### src/rtl/wb_timer_pkg.sv
// Shared definitions for the wishbone timer slave: register offsets,
// CTRL/STATUS bit positions and the CTRL register layout.
package wb_timer_pkg;

  localparam int unsigned ADR_CTRL   = 0;
  localparam int unsigned ADR_PRESC  = 1;
  localparam int unsigned ADR_RELOAD = 2;
  localparam int unsigned ADR_STATUS = 3;
  localparam int unsigned ADR_COUNT  = 4;

  localparam int unsigned CTRL_EN     = 0;
  localparam int unsigned CTRL_AUTO   = 1;
  localparam int unsigned CTRL_IE     = 2;
  localparam int unsigned STATUS_FLAG = 0;

  localparam int unsigned CTRL_W  = 3;
  localparam int unsigned PRESC_W = 8;

  // CTRL register, bit 0 = en, bit 1 = auto_rl, bit 2 = ie
  typedef struct packed {
    logic ie;
    logic auto_rl;
    logic en;
  } ctrl_t;

endpackage

### src/rtl/timer_prescaler.sv
// Prescaler for the wishbone timer.
// Ports: clk, reset (async, active high), en (count enable),
//        presc (terminal value), clr (restart from 0),
//        tick (one-cycle pulse when the counter equals presc while enabled).
module timer_prescaler
  import wb_timer_pkg::*;
(
  input  logic               clk,
  input  logic               reset,
  input  logic               en,
  input  logic [PRESC_W-1:0] presc,
  input  logic               clr,
  output logic               tick
);

  logic [PRESC_W-1:0] cnt_q;
  logic [PRESC_W-1:0] cnt_d;

  assign tick = en & (cnt_q == presc);

  // Count 0..presc, held at 0 while disabled
  always_comb begin
    cnt_d = cnt_q;
    if (!en || clr || tick) begin
      cnt_d = '0;
    end else begin
      cnt_d = cnt_q + PRESC_W'(1);
    end
  end

  always_ff @(posedge clk or posedge reset) begin
    if (reset) begin
      cnt_q <= '0;
    end else begin
      cnt_q <= cnt_d;
    end
  end

endmodule

### src/rtl/wb_timer_slave.sv
// Wishbone classic slave: programmable down-counting timer with a level IRQ.
// Ports: clk, reset (async, active high); adr_i/dat_i/we_i/stb_i/cyc_i from
//        the master; dat_o/ack_o/err_o/rty_o terminations (registered, one
//        cycle); irq_o = FLAG & IE (registered).
module wb_timer_slave
  import wb_timer_pkg::*;
#(
  parameter int unsigned ADR_W = 4,
  parameter int unsigned DAT_W = 8
) (
  input  logic             clk,
  input  logic             reset,
  input  logic [ADR_W-1:0] adr_i,
  input  logic [DAT_W-1:0] dat_i,
  output logic [DAT_W-1:0] dat_o,
  input  logic             we_i,
  input  logic             stb_i,
  input  logic             cyc_i,
  output logic             ack_o,
  output logic             err_o,
  output logic             rty_o,
  output logic             irq_o
);

  ctrl_t            ctrl_q, ctrl_d;
  logic [DAT_W-1:0] presc_q, presc_d;
  logic [DAT_W-1:0] reload_q, reload_d;
  logic [DAT_W-1:0] count_q, count_d;
  logic [DAT_W-1:0] dat_q, dat_d;
  logic             flag_q, flag_d;
  logic             ack_q, ack_d;
  logic             err_q, err_d;
  logic             irq_q, irq_d;

  logic             req;
  logic             bad;
  logic             tick;
  logic             clr;
  logic             expire;

  // A request is only taken while no termination is pending
  assign req = cyc_i & stb_i & ~ack_q & ~err_q;
  assign bad = (adr_i > ADR_W'(ADR_COUNT)) | (we_i & (adr_i == ADR_W'(ADR_COUNT)));

  timer_prescaler u_presc (
    .clk   (clk),
    .reset (reset),
    .en    (ctrl_q.en),
    .presc (presc_q),
    .clr   (clr),
    .tick  (tick)
  );

  // Counter update first, then bus write so that CTRL writes override a
  // one-shot disable; W1C of FLAG loses against a same-cycle expiry.
  always_comb begin
    ctrl_d   = ctrl_q;
    presc_d  = presc_q;
    reload_d = reload_q;
    count_d  = count_q;
    flag_d   = flag_q;
    dat_d    = '0;
    ack_d    = 1'b0;
    err_d    = 1'b0;
    clr      = 1'b0;
    expire   = 1'b0;

    if (tick) begin
      if (count_q != '0) begin
        count_d = count_q - DAT_W'(1);
      end else begin
        expire = 1'b1;
        flag_d = 1'b1;
        if (ctrl_q.auto_rl) begin
          count_d = reload_q;
        end else begin
          ctrl_d.en = 1'b0;
          count_d   = '0;
        end
      end
    end

    if (req) begin
      ack_d = ~bad;
      err_d = bad;
      if (!bad && !we_i) begin
        case (adr_i)
          ADR_W'(ADR_CTRL):   dat_d = DAT_W'(ctrl_q);
          ADR_W'(ADR_PRESC):  dat_d = presc_q;
          ADR_W'(ADR_RELOAD): dat_d = reload_q;
          ADR_W'(ADR_STATUS): dat_d = DAT_W'(flag_q);
          ADR_W'(ADR_COUNT):  dat_d = count_q;
          default:            dat_d = '0;
        endcase
      end
      if (!bad && we_i) begin
        case (adr_i)
          ADR_W'(ADR_CTRL): begin
            ctrl_d = ctrl_t'(dat_i[CTRL_W-1:0]);
            // Rising EN restarts the count from RELOAD
            if (!ctrl_q.en && dat_i[CTRL_EN]) begin
              count_d = reload_q;
              clr     = 1'b1;
            end
          end
          ADR_W'(ADR_PRESC):  presc_d  = dat_i;
          ADR_W'(ADR_RELOAD): reload_d = dat_i;
          ADR_W'(ADR_STATUS): begin
            if (dat_i[STATUS_FLAG] && !expire) begin
              flag_d = 1'b0;
            end
          end
          default: ;
        endcase
      end
    end

    irq_d = flag_d & ctrl_d.ie;
  end

  always_ff @(posedge clk or posedge reset) begin
    if (reset) begin
      ctrl_q   <= '0;
      presc_q  <= '0;
      reload_q <= '0;
      count_q  <= '0;
      flag_q   <= 1'b0;
      dat_q    <= '0;
      ack_q    <= 1'b0;
      err_q    <= 1'b0;
      irq_q    <= 1'b0;
    end else begin
      ctrl_q   <= ctrl_d;
      presc_q  <= presc_d;
      reload_q <= reload_d;
      count_q  <= count_d;
      flag_q   <= flag_d;
      dat_q    <= dat_d;
      ack_q    <= ack_d;
      err_q    <= err_d;
      irq_q    <= irq_d;
    end
  end

  assign dat_o = dat_q;
  assign ack_o = ack_q;
  assign err_o = err_q;
  assign rty_o = 1'b0;
  assign irq_o = irq_q;

endmodule

### config.mk
export PLATFORM = sky130hd
export DESIGN_NAME = wb_timer_slave
export DESIGN_NICKNAME = d
export VERILOG_FILES = /design/src/rtl/wb_timer_pkg.sv /design/src/rtl/timer_prescaler.sv /design/src/rtl/wb_timer_slave.sv
export SDC_FILE = /design/constraint.sdc
export NUM_CORES = 1
export LEC_CHECK = 0
export CAP_MARGIN = 20
export CORE_UTILIZATION = 50
export CTS_BUF_LIST = sky130_fd_sc_hd__clkbuf_2
export DETAILED_ROUTE_END_ITERATION = 10
export GPL_TIMING_DRIVEN = 0
export PLACE_DENSITY = 0.73
export SYNTH_ARGS = -nofsm -noshare
export SYNTH_HDL_FRONTEND = slang
export SYNTH_SLANG_ARGS = --single-unit
### constraint.sdc
create_clock -name clk -period 4.45 [get_ports clk]
set_input_delay 0.6675 -clock clk [delete_from_list [all_inputs] [get_ports clk]]
set_output_delay 0.6675 -clock clk [all_outputs]
set_load 0.01 [all_outputs]
Word-level counts from Yosys, hierarchy flattened --
Cells that the tools add are included.
Cells by class: add/sub/neg operators 2, $lt $le $gt $ge 1, equality and inequality tests 5, muxes and demuxes 31, bitwise gates (word level) 10, reduce and logical (&&, ||, !) cells 15
Operator list (number):
- 8-bit 2-to-1 mux | 10
- 8-bit case mux with 5 select lines | 1
- 1-bit 2-to-1 mux | 17
- 3-bit 2-to-1 mux | 3
- 3-bit AND reduction | 3
- 8-bit by 1-bit adder with 8-bit output (second input constant) | 1
- 4-bit by 2-bit == test with 1-bit output (second input constant) | 2
- 8-bit == test | 1
- 8-bit nonzero test | 1
- 8-bit by 1-bit subtractor with 8-bit output (second input constant) | 1
- 1-bit bitwise AND | 6
- 4-bit by 1-bit == test with 1-bit output (second input constant) | 1
- 4-bit by 3-bit == test with 1-bit output (second input constant) | 1
- 4-bit by 3-bit > comparator with 1-bit output (second input constant) | 1
- 1-bit logical AND | 4
- 1-bit zero test | 4
- 4-bit zero test | 1
- 1-bit inverter | 3
- 1-bit logical OR | 2
- 1-bit bitwise OR | 1
Storage, ports and cells: bits in registers 47, bits of input ports 17, output and inout port bits 12, logic and storage cells 76

Depth between registers and ports, before layout --
Gate-level depths: netlist (run 1).
depth after elaboration 10, gate-level depth with buffers 8, gate-level depth less buffers 7

By module --
A second synthesis (run 1) with hierarchy kept.
Second synthesis, totals: cells, all modules 222, area, all modules 2527.4 um2
By module, submodules not included:
- wb_timer_slave | times used 1, cells each 174, area an instance 2001.9 um2, seq. area each 975.9 um2
- timer_prescaler | times used 1, cells each 48, area an instance 525.5 um2, seq. area each 200.2 um2

Least setup slack after synthesis (run 1) --
No wires, ideal clock.
path type in2reg, start point input stb_i, end point register count_q[6], setup time 126 ps, arrival 1891 ps, data required time 4324 ps, path slack 2433 ps, cell stages on the path 6, path buffers 1, cells stage by stage nor4bb_1 clkbuf_1 nand4_1 a22oi_1 nor2_1 a221o_1
On the way: word-level cells in the longest chain between the ends 4
Ends and longest elaborated chain:
- start: declaration | line wb_timer_slave.sv:17 | input logic stb_i,
- 1-bit bitwise AND (3 in a row) | line wb_timer_slave.sv:42 | assign req = cyc_i & stb_i & ~ack_q & ~err_q;
- 8-bit 2-to-1 mux | line wb_timer_slave.sv:83 | if (req) begin
- net count_d[6] | line wb_timer_slave.sv:28 | logic [DAT_W-1:0] count_q, count_d;
- end signal: assignment | line wb_timer_slave.sv:136 | count_q <= count_d;
- end: declaration | line wb_timer_slave.sv:28
The timed path passes the listed nets, and every way through them passes these cells. A chain may end at the register's enable or synchronous reset.

Final worst setup path (run 1) --
start point input adr_i[3], end point register reload_q[3]
On the way: word-level cells in the longest chain between the ends 6, elaborated cells between the ends (all ways) 8, classes of those cells 1 x order compare; 2 x eq/ne; 2 x bitwise; 3 x reduce/logical
Ends and longest elaborated chain:
- start: declaration | line wb_timer_slave.sv:13 | input logic [ADR_W-1:0] adr_i,
- parallel branches: the longest is 5 deep, another holds 4-bit by 3-bit > comparator with 1-bit output
- 3-bit AND reduction (no source line) (*)
- end signal: assignment | line wb_timer_slave.sv:135 | reload_q <= reload_d;
- end: declaration | line wb_timer_slave.sv:27 | logic [DAT_W-1:0] reload_q, reload_d;
Every way passes the cells marked *.

==> results.md, run 1 <==
- Final core occ: about three fifths
- Hold WC Path Type: in -> async
- Outcome: complete, no violations
- Core box area: 0.00472 mm^2
- Die Wd: 72.0 um
- GRT overflow: 0
- IO Count: 29
- Starting DRT DRC Count: 175
- Post-DRT Antenna Nets: 0
- Unrepaired setup endpoints after global routing: no
- Number of fill cells: 422
- Largest net degree at the start of global routing: 27
- Clk slew on worst S/H paths: 230 ps
- Period utilization: 53.9%
- Hold Buf Count CTS: 0
- Setup crit end kind: register
- Share of cells above drive strength 1: 15.8%
- Syn avg cell area: 10.6 um^2
- DRC viols: 0
- R2r endpoint: count_q[5]
- R2r startpoint: count_q[0]
- CP Launch Type: input pin
- Worst EP arrival: 2730 ps
- H-tree depth: 2
- Unique masters post-synth: 52
- Nets@finish: around 280
- Max Freq: 417 MHz
- Worst Setup EP: reload_q[3]
- Die area: 0.00518 mm^2
- CTS tree: yes
- Setup crit start: adr_i[3]
- Syn nets: 250
- Cell area after synthesis: 0.00245 mm^2
- Reg2reg setup slack: 2300 ps
- Min Tclk post-route: 2400 ps
- Buffers added on ports: 26
- Static Leakage: 0.00128 uW
- Fin. Hold Viols: 0
- Final setup vio count: 0
- DPL Wire Length: 4010 um
- Starting density of the core: 51.8%
- Global-route wire length before repair: about 9000 um
- Antenna violations before repair: 0
- CP required: 4780 ps
- Cell Rows: 25
- Cts repair resizes: 0
- Fin. max-slew vios: 0
- CTS Root Cell: clkbuf_2
- Asr flop ratio synth: 100%
- Post-route setup TNS: 0 ps
- Slew margin rel.: 53.7%
- Num CTS Buffers: 5
- Most frequent cells in the layout: dfrtp_1, nor2_1, clkdlybuf4s50_1
- Total power divided by cell area: 340 mW/mm^2
- Vias per inst: 5.73
- R2R depth: 8
- Crit-path max FO: 8
- Vias in the first global route: 1791
- Post-CTS setup buffers: 0
- MaxCap Viol Count: 0
- DRT Pass-1 Iters: 4
- Number of synthesized flops with an enable pin: 0
- Via count: about 1900
- Die H: 72.0 um
- Peak VDD IR: between 0.2 and 0.25 mV
- Sequential share of the synthesized area: just under 50%
- Synth Warn #: 0
- CTS Buffer Depth: 2
- Gr usage total: 23.1%
- Slew @ Worst Pin: 690 ps
- Crit path kind: in -> reg
- Worst skew pair latency: between 400 and 500 ps
- Clock sinks: 47
- Most common cell after layout, fill and taps aside: dfrtp_1
- Routed WL: 5320 um
- Wirelength per Cell: approximately 16 um
- Clock Skews: 13.5 ps
- Synth Register Bits: 47
- Main synth FF type: dfrtp_1
- Mapped Cells: 231
- Area growth syn-to-layout: 17.4%
- Final GP Congestion: roughly 0.9
- # diodes: 0
[routing by layer]
metal | up-vias | global-route usage [%] | part of all wire [%]
li1 | 913 | - | -
met1 | 923 | 32.4 | 45
met2 | 61 | 37.7 | 48
met3 | 6 | 3.89 | 6.3
met4 | 0 | 5.88 | 1.1
met5 | - | 0 | 0
[synth_stat cells (2+ instances only)]
cell / count / area, um^2
ha_1: 2 / 25.0
o211ai_1: 3 / 22.5
a2bb2oi_1: 2 / 17.5
a22o_1: 4 / 35.0
mux2_2: 19 / 214
buf_2: 2 / 10.0
o22ai_1: 2 / 12.5
and2_1: 4 / 25.0
and3_1: 4 / 25.0
mux2i_1: 4 / 40.0
nand4_1: 4 / 25.0
a21oi_1: 4 / 20.0
o21ai_0: 6 / 30.0
nor3b_1: 2 / 15.0
a222oi_1: 2 / 20.0
nand3_1: 11 / 55.1
dfrtp_1: 47 / 1180
a31oi_1: 2 / 12.5
nor2b_1: 2 / 12.5
xor2_1: 12 / 105
inv_1: 4 / 15.0
and3_2: 3 / 22.5
nor3_1: 2 / 10.0
xnor2_1: 2 / 17.5
nor3_2: 2 / 20.0
nand2_1: 12 / 45.0
or4_1: 4 / 30.0
o21ai_1: 2 / 10.0
clkbuf_1: 5 / 18.8
nor2_1: 28 / 105
a22oi_1: 8 / 60.1
[sequential cells by signal, indices dropped and copies added, names as in the netlist, 3 cells and up]
register	count
count_q	8
dat_o	8
u_presc.cnt_q	8
reload_q	8
presc_q	8
ctrl_q	3
[metrics by stage]
step / hold slack (ps) / std cells / area [um^2] / worst slack, ps / power [uW]
2_1_floorplan: 477 / 231 / 2450 / 2430 / 684
3_3_place_gp: 506 / 324 / 2790 / 1620 / 750
3_5_place_dp: 515 / 325 / 2810 / 1590 / 758
4_1_cts: 542 / 332 / 2880 / 2080 / 983
5_1_grt: 563 / 332 / 2880 / 1870 / 1030
6_report: 543 / 332 / 2880 / 2050 / 978
[power breakdown]
group	total, uW	switching [uW]	internal (uW)	leakage [uW]
Combinational	215	110	105	0.000621
Clock	226	135	91.7	0.0000350
Sequential	536	62.2	474	0.000622
[critical path: stages]
cell	delay, ps
clkdlybuf4s50_1	510
nor2_1	240
nand2_1	110
nor2_2	320
nand3_1	450
mux2_2	420
[final cells by class]
type	count	area (um^2)	area share [%]
inverters	4	15.0	0.522
well taps	67	83.8	2.92
plain buffers	8	36.3	1.26
clock inverters	2	37.5	1.31
repair buffers	27	280	9.75
multi-input cells	172	1220	42.5
clock buffers	5	25.0	0.870
flip-flops and latches	47	1180	40.9
[worst min path at each step]
stage / endpoint / slack, ps / cells past startpoint
after detailed placement: ctrl_q[2] / 520 / 1
after global routing: dat_o[6] / 560 / 2
after floorplan: count_q[3] / 480 / 1
after CTS: dat_o[6] / 540 / 2
after global placement: ctrl_q[2] / 510 / 1
final: reload_q[4] / 540 / 2
[logic make-up after synthesis]
kind of cell             after synthesis  share of synthesized area [%]
AND/OR/NAND/NOR                       89                           20.6
flip-flops                            47                           48.0
AO/OA/AOI/OAI                         43                           12.7
multiplexers                          23                           10.4
XOR/XNOR                              14                           5.01
buffers and inverters                 12                           2.10
adder cells (fa/ha/maj)                2                           1.02
other                                  1                          0.153
No activity file was read; power rests on OpenSTA's default activity.
==> inputs of run 2 (changes only) <==
PLACE_DENSITY = 0.75   (was 0.73)
clock period = 2.18 ns   (was 4.45 ns; I/O delays follow)
==> run 2 against run 1 <==
Combinational power increased by 110%. Clock power up 62%. Register-to-register slack worse by 2200 ps. Worst hold slack worse by 340 ps. Flip-flop and latch count unchanged. Critical path depth grew 2. Power up 95%. Global-route usage up 0.065 points. Utilization grew 0.42 points. Highest routed layer unchanged. Sequential share of layout area is 0.20 points lower.
==> results.md, run 2 (synthesized netlist as in run 1, its figures left out) <==
- Nets@finish: 286 (+0.70%)
- DRC viols: 0 (unchanged)
- Peak VDD IR: 0.430 mV (+100%)
- DRT Pass-1 Iters: 8 (+4)
- Slowest CP cell: dfrtp_2
- # diodes: 0 (unchanged)
- Period utilization: 93.9%
- MaxCap Viol Count: 0 (unchanged)
- Crit-path max FO: 7 (-1)
- CP cell instances: inv_1 > ha_1 > or3b_2 > clkbuf_1 > nor2_2 > o2111ai_1 > a22oi_1 > o21ai_1
- Die H: 72.0 um (unchanged)
- Die Wd: 72.0 um (unchanged)
- IO Count: 29 (unchanged)
- Wirelength per Cell: 16.5 um (+3.1%)
- Post-route setup TNS: 0 ps (unchanged)
- Share of cells above drive strength 1: 19.0% (+3.2 points)
- Worst skew pair latency: 440 ps (+20 ps)
- GRT overflow: 0 (unchanged)
- CP Launch Type: register
- Most common cell after layout, fill and taps aside: dfrtp_1
- Final setup vio count: 0 (unchanged)
- DPL Wire Length: 4200 um (+4.7%)
- Buffers added on ports: 26 (unchanged)
- Cell Rows: 25 (unchanged)
- Routed WL: 5540 um (+4.0%)
- CTS Buffer Depth: 2 (unchanged)
- CP required: 2530 ps (-2250 ps)
- Starting DRT DRC Count: 172 (-1.7%)
- CTS tree: yes
- Fin. Hold Viols: 0 (unchanged)
- Post-DRT Antenna Nets: 0 (unchanged)
- Vias per inst: 5.81 (+1.4%)
- Finished Layout Cells: 335 (+0.90%)
- Setup crit end kind: register
- Clock Skews: 31.1 ps (+17.6 ps)
- Placed cell areas: 0.00282 mm^2 (+0.27%)
- Total power divided by cell area: 659 mW/mm^2 (+94%)
- Slew margin rel.: 57.3% (+3.6 points)
- Gr usage total: 23.2% (+0.065 points)
- Worst EP arrival: 2400 ps (-330 ps)
- Global-route wire length before repair: 8960 um (about the same)
- Most frequent cells in the layout: dfrtp_1, nor2_1, clkdlybuf4s50_1
- Final GP Congestion: 0.889 (-1.5%)
- Min Tclk post-route: 2050 ps
- Antenna violations before repair: 0 (unchanged)
- Vias in the first global route: 1791 (unchanged)
- Die area: 0.00518 mm^2 (unchanged)
- Core box area: 0.00472 mm^2 (unchanged)
- Max Freq: 488 MHz
- Clock sinks: 47 (unchanged)
- CP max stage delay: 500 ps (about the same)
- Area growth syn-to-layout: 18.2%
- Placed Instances: 325 (unchanged)
- Sequential Area: 0.00118 mm^2 (+0.21%)
- H-tree depth: 2 (unchanged)
- Hold Buf Count CTS: 0 (unchanged)
- Static Leakage: 0.00129 uW (+0.97%)
- Fin. max-slew vios: 0 (unchanged)
- Design Area, Final: 0.00290 mm^2 (+0.70%)
- WHS: 203 ps (-340 ps)
- Area occupied by multi-input gates: 0.00123 mm^2 (+1.0%)
- Num CTS Buffers: 5 (unchanged)
- Clk slew on worst S/H paths: 260 ps (+30 ps)
- Hold WC Path Type: in -> async
- Number of fill cells: 403 (-4.5%)
- Slew @ Worst Pin: 636 ps (-53.5 ps)
- CTS Root Cell: clkbuf_2
- Largest net degree at the start of global routing: 26 (-3.7%)
- Via count: 1947 (+2.3%)
- Starting density of the core: 51.8% (unchanged)
- Outcome: complete, no violations
- Crit path kind: reg -> reg
[run 2: changes by cell type in the layout (fill, tap and decap cells not counted), moves of 2 or more]
cell	delta
buf_4	+2
clkinv_2	+2
dfrtp_1	-2
dfrtp_2	+2
[run 2: what timing repair did]
item / 4_1_cts / 5_1_grt
resized for setup: 0 / 6
buffers inserted: 0 / 2
endpoints found under the setup margin: 0 / 8
[run 2: through the flow]
| stage | util (%) | power, uW | setup WS, ps |
|---|---|---|---|
| 3_3_place_gp | 59.1 | 1530 | -293 |
| 4_1_cts | 60.6 | 1920 | 48.0 |
| 2_1_floorplan | - | 1400 | 269 |
| 3_5_place_dp | 59.7 | 1550 | -330 |
| 6_report | 61.3 | 1910 | 132 |
| 5_1_grt | 61.3 | 2010 | -3.62 |
[run 2: final cells by class]
type	count	share of cell area, %
clock buffers	5	0.864
clock inverters	3	0.648
repair buffers	29	10.5
plain buffers	8	1.30
multi-input cells	172	42.6
flip-flops and latches	47	40.7
well taps	67	2.90
inverters	4	0.519
[run 2: report_power, final]
group          internal [uW]  total (uW)  switching [uW]  leakage (uW)
Clock                   80.1         366             286     0.0000331
Sequential               970        1100             129      0.000619
Combinational            216         443             228      0.000638
[run 2: path summary, 6_finish.rpt]
path | start | end | slack (ps) | depth (start not counted)
setup / recovery | count_q[0] | count_q[5] | 130 | 8
hold / removal | reset | dat_o[6] | 200 | 2
setup reg to reg | count_q[0] | count_q[5] | 130 | 8
hold reg to reg | presc_q[0] | presc_q[0] | 560 | 2
max in group asynchronous | reset | u_presc.cnt_q[1] | 1440 | 3
min in group clk | we_i | err_o | 400 | 3
[run 2: worst max-delay path: cells and delay by family (launching register included)]
kind            cells  cell delay [ps]
compound gates      3              430
simple gates        2              620
fa+ha+maj           1              180
flops               1              500
buf+inv             2              250
[run 2: layer usage]
layer	wire, um	share of wire, %	global-route usage (%)
met5	0	0	0
met1	2370	43	31.1
met4	63	1.1	6.97
met3	369	6.7	4.86
met2	2730	49	38.2
==> inputs of run 3 (changes only) <==
CORE_ASPECT_RATIO = 1.4   (was not set)
GPL_ROUTABILITY_DRIVEN = 0   (was not set)
==> run 3 against run 2 <==
First-iteration DRC count fell by 34%. Largest power group unchanged. Maximum frequency fell by 2.4%. Clock skew fell by 6.8 ps. Worst hold slack got worse by 69 ps. Highest routed layer unchanged. Critical path type unchanged.
==> results.md, run 3 (synthesized netlist as in run 1, its figures left out) <==
- DRT Pass-1 Iters: 5 (-3)
- Clock Skews: 24.3 ps (-6.79 ps)
- DRC viols: 0 (unchanged)
- Hold Buf Count CTS: 0 (unchanged)
- CP required: 2540 ps (about the same)
- Most common cell after layout, fill and taps aside: dfrtp_1
- Power Total: 2080 uW (+8.8%)
- Post-DRT Antenna Nets: 0 (unchanged)
- Peak VDD IR: 0.573 mV (+33%)
- Vias per inst: 6.02 (+3.5%)
- Via count: 2003 (+2.9%)
- Nets@finish: 289 (+1.0%)
- Static Leakage: 0.00131 uW (+1.4%)
- Area occupied by multi-input gates: 0.00123 mm^2 (-0.41%)
- MaxCap Viol Count: 0 (unchanged)
- Final core occ: 63.6% (+2.3 points)
- Max Freq: 477 MHz (-2.4%)
- Gr usage total: 25.2% (+2.0 points)
- Wirelength per Cell: 17.2 um (+4.4%)
- Die Wd: 61.1 um (-15%)
- IO Count: 29 (unchanged)
- GRT overflow: 0 (unchanged)
- H-tree depth: 2 (unchanged)
- # diodes: 0 (unchanged)
- Total power divided by cell area: 709 mW/mm^2 (+7.6%)
- Most frequent cells in the layout: dfrtp_1, nor2_1, clkdlybuf4s50_1
- Share of cells above drive strength 1: 19.6% (+0.53 points)
- Unrepaired setup endpoints after global routing: no
- CP Launch Type: register
- Vias in the first global route: 1955 (+9.2%)
- Crit-path max FO: 9 (+2)
- WP depth: 5 (-3)
- Fin. max-slew vios: 0 (unchanged)
- Slew @ Worst Pin: 599 ps (-37.5 ps)
- CTS Buffer Depth: 2 (unchanged)
- Setup crit end kind: register
- Clock sinks: 47 (unchanged)
- R2R depth: 5 (-3)
- CP cell instances: xor2_1 > nor4_4 > nand3_4 > or4_1 > nand3_1
- Outcome: complete, no violations
- CTS Root Cell: clkbuf_2
- Largest net degree at the start of global routing: 34 (+31%)
- Buffers added on ports: 26 (unchanged)
- Die H: 84.8 um (+18%)
- Number of fill cells: 408 (+1.2%)
- Slowest CP cell: or4_1
- Starting density of the core: 53.1% (+1.3 points)
- Num CTS Buffers: 5 (unchanged)
- Critical path's top delay family: simple AND/OR/NAND/NOR gates
- Final setup vio count: 0 (unchanged)
- Hold WC Path Type: in -> async
- Post-route setup TNS: 0 ps (unchanged)
- Cell Rows: 29 (+16%)
- Crit path kind: reg -> reg
- Antenna violations before repair: 0 (unchanged)
- Min Tclk post-route: 2100 ps (+49.7 ps)
- WHS: 134 ps (-69.0 ps)
- Place WS: -322 ps (+7.93 ps)
- Period utilization: 96.2% (+2.3 points)
- Reg2reg setup slack: 80 ps (-50 ps)
- CTS tree: yes
- Area growth syn-to-layout: 19.6%
- Slew margin rel.: 59.8% (+2.5 points)
- Core box area: 0.00461 mm^2 (-2.4%)
- CP max stage delay: 550 ps (+50 ps)
- DPL Wire Length: 4280 um (+1.9%)
- Worst path buffer plus inverter count: 0 (-2)
- Worst EP arrival: 2460 ps (+60 ps)
- Sequential Area: 0.00118 mm^2 (unchanged)
- Fin. Hold Viols: 0 (unchanged)
- Worst skew pair latency: 430 ps (about the same)
- Starting DRT DRC Count: 114 (-34%)
- Clk slew on worst S/H paths: 240 ps (-20 ps)
- Die area: 0.00519 mm^2 (about the same)
- Global-route wire length before repair: 9540 um (+6.5%)
- Routed WL: 5740 um (+3.7%)
- Final worst slack: 82.4 ps (-49.7 ps)
[run 3: layout make-up]
cell class | instances | share of cell area [%]
repair buffers | 33 | 11.1
clock inverters | 3 | 1.58
multi-input cells | 172 | 41.9
inverters | 4 | 0.513
clock buffers | 5 | 0.854
well taps | 62 | 2.65
plain buffers | 7 | 1.11
flip-flops and latches | 47 | 40.2
[run 3: timing repair]
action,4_1_cts,5_1_grt
endpoints found under the setup margin,0,9
resized for setup,0,5
buffers inserted,0,6
[run 3: worst paths after layout]
path	from	to
min in group clk	we_i	err_o
hold reg to reg	ctrl_q[2]	ctrl_q[2]
hold / removal	reset	presc_q[5]
setup reg to reg	presc_q[4]	count_q[7]
setup / recovery	presc_q[4]	count_q[7]
max in group asynchronous	reset	count_q[1]
[run 3: metal layers]
| layer | wire, um | track usage, % |
|---|---|---|
| met3 | 333 | 4.93 |
| met1 | 2240 | 32.1 |
| met5 | 0 | 0 |
| met4 | 306 | 13.0 |
| met2 | 2870 | 39.5 |
[run 3: metrics by stage]
stage	instance area, um^2	cells
2_1_floorplan	2450	231
3_3_place_gp	2790	319
3_5_place_dp	2810	320
4_1_cts	2880	328
5_1_grt	2930	333
6_report	2930	333
[run 3: where the power goes]
group	total (uW)	switching, uW	internal [uW]
Sequential	1100	130	971
Clock	484	287	197
Combinational	491	245	246
[run 3: worst reg2reg max path, stage by stage, from the launching register on]
cell and delay, ps:
dfrtp_1 480, xor2_1 200, nor4_4 490, nand3_4 190, or4_1 550, nand3_1 120
==> edit 1: new RTL, settings of run 3 <==
Register the output `err_o` once more; this adds one clock of latency there. The other outputs are not delayed to match. Comments in the files are not updated.
--- a/src/rtl/wb_timer_slave.sv
+++ b/src/rtl/wb_timer_slave.sv
@@ -144,7 +144,9 @@
 
   assign dat_o = dat_q;
   assign ack_o = ack_q;
-  assign err_o = err_q;
+  always_ff @(posedge clk) begin
+    err_o <= err_q;
+  end
   assign rty_o = 1'b0;
   assign irq_o = irq_q;
 
Behaviour: not the same (Yosys sat finds a counterexample within 4 cycles, from zero or initial values and one cycle with reset high).
==> edit 1 against run 3 <==
  * Worst setup slack lost 0.062 ns
  * Synthesized area grew 0.82%
  * Core utilization shrank 0.55 points
  * Final area is essentially flat
  * Critical endpoint is now count_q[5]
  * Non-clock buffer count shrank 2
  * Largest cell class unchanged
  * Via count shrank 0.90%
  * Sequential share of layout area grew 0.72 points
  * Sequential cell count grew 1
  * Routed wire length shrank 1.7%
  * Total power is essentially flat
==> edit 1: results <==
[route]
num_vias = 1985

[clock_tree]
clkLatencyLatePin_ns = 0.41

[critical_path]
critPathMaxStageDelay_ns = 0.50
cp_slowest_cell = "dfrtp_2"
ff2ff_setup_slack_ns = 0.02
cp-startpoint = "count_q[1]"
crit_fanout = 6

[global_routing]
grt_usage_pct = 24.8

[logic_synthesis]
synthTopCellsByArea = "dfrtp_1 (48%), mux2_2 (8.7%), nor2_1 (4.3%), xor2_1 (4.3%), a22oi_1 (2.4%)"
yosysUniqueCellTypes = 53
synth-seq-cells = 48
syn_nets = 251
async_flop_share_pct = 97.9

[finish]
regArea_um2 = 1200
nFillCells = 436
multi_input_area_share_pct = 42.0
bufAreaShareNonClock_pct = 11.6
final_cells = 332
final_nets = 288
clk_share_pct = 2.31
drive_gt1_share_pct = 18.5

[sta]
skew_ns = 0.0120

[outcome]
outcome = "finished, final reports clean"

[power]
peakVddDrop_mv = 0.615
clock_power_share_pct = 22.7
p_leak_nw = 1.30

[placement]
dp_hpwl_um = 4330
==> edit 1: cell types whose count changed in the layout (fill, tap and decap cells not counted) <==
| cell | delta |
|---|---|
| o311ai_1 | -1 |
| inv_6 | -1 |
| o311ai_0 | +1 |
| clkinv_2 | +1 |
| buf_4 | -3 |
| clkbuf_1 | +1 |
| dfxtp_1 | +1 |
==> edit 1: timing repair <==
action,in CTS,in global routing
setup buffers,0,3
pin swaps,0,1
gates resized for setup,3,1
hold buffers,0,0
endpoints found under the setup margin,1,6
==> edit 1: logic make-up (layout without fill, tap and decap cells) <==
| logic type | after synthesis | after routing | share of synthesized area, % |
|---|---|---|---|
| DFF | 48 | 48 | 48.5 |
| AOI/OAI and AO/OA | 43 | 43 | 12.6 |
| and+or+nand+nor | 89 | 89 | 20.5 |
| xor gates and xnor gates | 14 | 14 | 4.97 |
| other | 1 | 1 | 0.152 |
| muxes | 23 | 23 | 10.3 |
| buffers and inverters | 12 | 50 | 2.08 |
| adders and majority gates | 2 | 2 | 1.01 |
==> edit 1: metrics by stage <==
step           cell area [µm²]  hold WS [ns]  worst slack (ns)
3_5_place_dp              2830         0.389            -0.304
6_report                  2930         0.192            0.0205
4_1_cts                   2900         0.202            0.0145
5_1_grt                   2930         0.222           -0.0785
2_1_floorplan             2470         0.369             0.269
3_3_place_gp              2810         0.376            -0.272
==> edit 1: per-layer routing <==
metal / GRT usage (%) / up-vias / routed length [µm]
li1: - / 925 / -
met1: 32.0 / 974 / 2300
met2: 41.1 / 68 / 2970
met3: 3.96 / 18 / 212
met4: 9.29 / 0 / 171
met5: 0 / - / 0
==> edit 2: new RTL, config.mk and constraints of run 3 <==
Without the edit above. Make the reset (`reset`) synchronous in 2 clocked blocks. Comments in the files are not updated.
--- a/src/rtl/timer_prescaler.sv
+++ b/src/rtl/timer_prescaler.sv
@@ -28,7 +28,7 @@
     end
   end
 
-  always_ff @(posedge clk or posedge reset) begin
+  always_ff @(posedge clk) begin
     if (reset) begin
       cnt_q <= '0;
     end else begin
--- a/src/rtl/wb_timer_slave.sv
+++ b/src/rtl/wb_timer_slave.sv
@@ -118,7 +118,7 @@
     irq_d = flag_d & ctrl_d.ie;
   end
 
-  always_ff @(posedge clk or posedge reset) begin
+  always_ff @(posedge clk) begin
     if (reset) begin
       ctrl_q   <= '0;
       presc_q  <= '0;
Behaviour: differs if reset is asserted again (counterexample within 4 cycles, from zero or initial values and one cycle with reset high); with reset held inactive, the same outputs for 4 cycles.
==> edit 2 against run 3 <==
  * Maximum frequency hardly changed
  * Routed wire length is 4.9% lower
  * Global-route usage is 1.1 points lower
  * Hold slack better by 0.17 ns
  * Synthesized area is 5.1% lower
  * Final area is 6.7% lower
  * Sequential cell count stayed put
  * Worst setup slack hardly changed
  * Core utilization is 2.8 points lower
  * Critical path type unchanged
Power is not compared: it rests on default switching activity, and its combinational part moved more than twofold at a synthesized area within 25%.
==> edit 2: results <==
[logic_synthesis]
ys.flop_type = "dfxtp_1"
ys_top_cells_by_count = "dfxtp_1 (47), nor2_1 (35), nand2_1 (17)"
yosysUniqueCellTypes = 56
async_flop_share_pct = 0
synthTopCellsByArea = "dfxtp_1 (40%), nor2_1 (5.7%), mux2i_1 (5.2%), xnor2_1 (3.8%), a21oi_1 (3.4%)"
syn_nets = 279

[outcome]
outcome = "finished, final reports clean"

[sta]
skew_ns = 0.0169
hold_ws_ns = 0.303

[finish]
nFillCells = 441
fin_util_pct = 60.7
final_nets = 309
nNonClkBuffers = 36
clk_share_pct = 3.30
nClkBuffers = 6
multi_input_cells = 193
multi_input_area_share_pct = 47.8
bufAreaShareNonClock_pct = 10.6

[global_routing]
grt_pass1_wl_um = 8980
grt_pass1_vias = 1965
grt_usage_pct = 24.1

[critical_path]
critPathMaxStageDelay_ns = 0.50
crit_fanout = 4
r2r-end = "count_q[0]"
critPathArrivalTime_ns = 2.42
cp-startpoint = "count_q[0]"
cp_slowest_cell = "or4b_4"
reg2reg_depth = 7

[placement]
dp_cells = 345
dp_hpwl_um = 4140
place.port_buffers = 23

[route]
routed_wl_um = 5460
vias_per_cell = 5.73
drt_iter0_markers = 134

[hold_path]
min_path_type = "in -> reg"
==> edit 2: changes by cell type after synthesis, sizes merged, moves of 8 or more <==
cell,change
dfrtp,-47
dfxtp,+47
mux2,-19
a21oi,+12
mux2i,+8
xnor2,+8
xor2,-8
==> edit 2: routing by layer <==
metal | GRT usage, % | routed length [µm] | vias to the layer above
met5 | 0 | 0 | -
met3 | 4.83 | 311 | 20
met4 | 14.7 | 187 | 0
li1 | - | - | 993
met2 | 40.7 | 2740 | 83
met1 | 27.7 | 2230 | 928
==> edit 2: power groups by stage <==
stage | clock [mW] | combinational (mW) | sequential, mW
5_1_grt | 0.614 | 0.123 | 0.869
4_1_cts | 0.591 | 0.112 | 0.868
3_5_place_dp | 0 | 0.112 | 0.885
2_1_floorplan | 0 | 0.0633 | 0.884
3_3_place_gp | 0 | 0.110 | 0.884
6_report | 0.590 | 0.114 | 0.868
==> edit 2: logic make-up (layout without fill, tap and decap cells) <==
| family | count (synthesis) | in the layout | synth area share [%] |
|---|---|---|---|
| adder cells (fa/ha/maj) | 2 | 2 | 1.08 |
| AND/OR/NAND/NOR | 106 | 106 | 26.6 |
| flip-flops | 47 | 47 | 40.5 |
| AO/OA/AOI/OAI | 57 | 57 | 16.5 |
| other | 1 | 1 | 0.161 |
| buffers and inverters | 20 | 51 | 3.72 |
| XOR/XNOR | 14 | 14 | 5.28 |
| multiplexers | 13 | 13 | 6.14 |
==> edit 2: worst reg2reg max path: cells and delay by family, from the launching register on <==
family | cells | cell delay [ns]
simple gates | 3 | 1.09
fa+ha+maj | 1 | 0.22
flops | 1 | 0.38
compound gates | 2 | 0.21
buf+inv | 1 | 0.10
==> edit 2: timing repair <==
item / 4_1_cts / 5_1_grt
setup endpoints to repair: 0 / 4
setup buffers: 0 / 0
resized for setup: 0 / 2
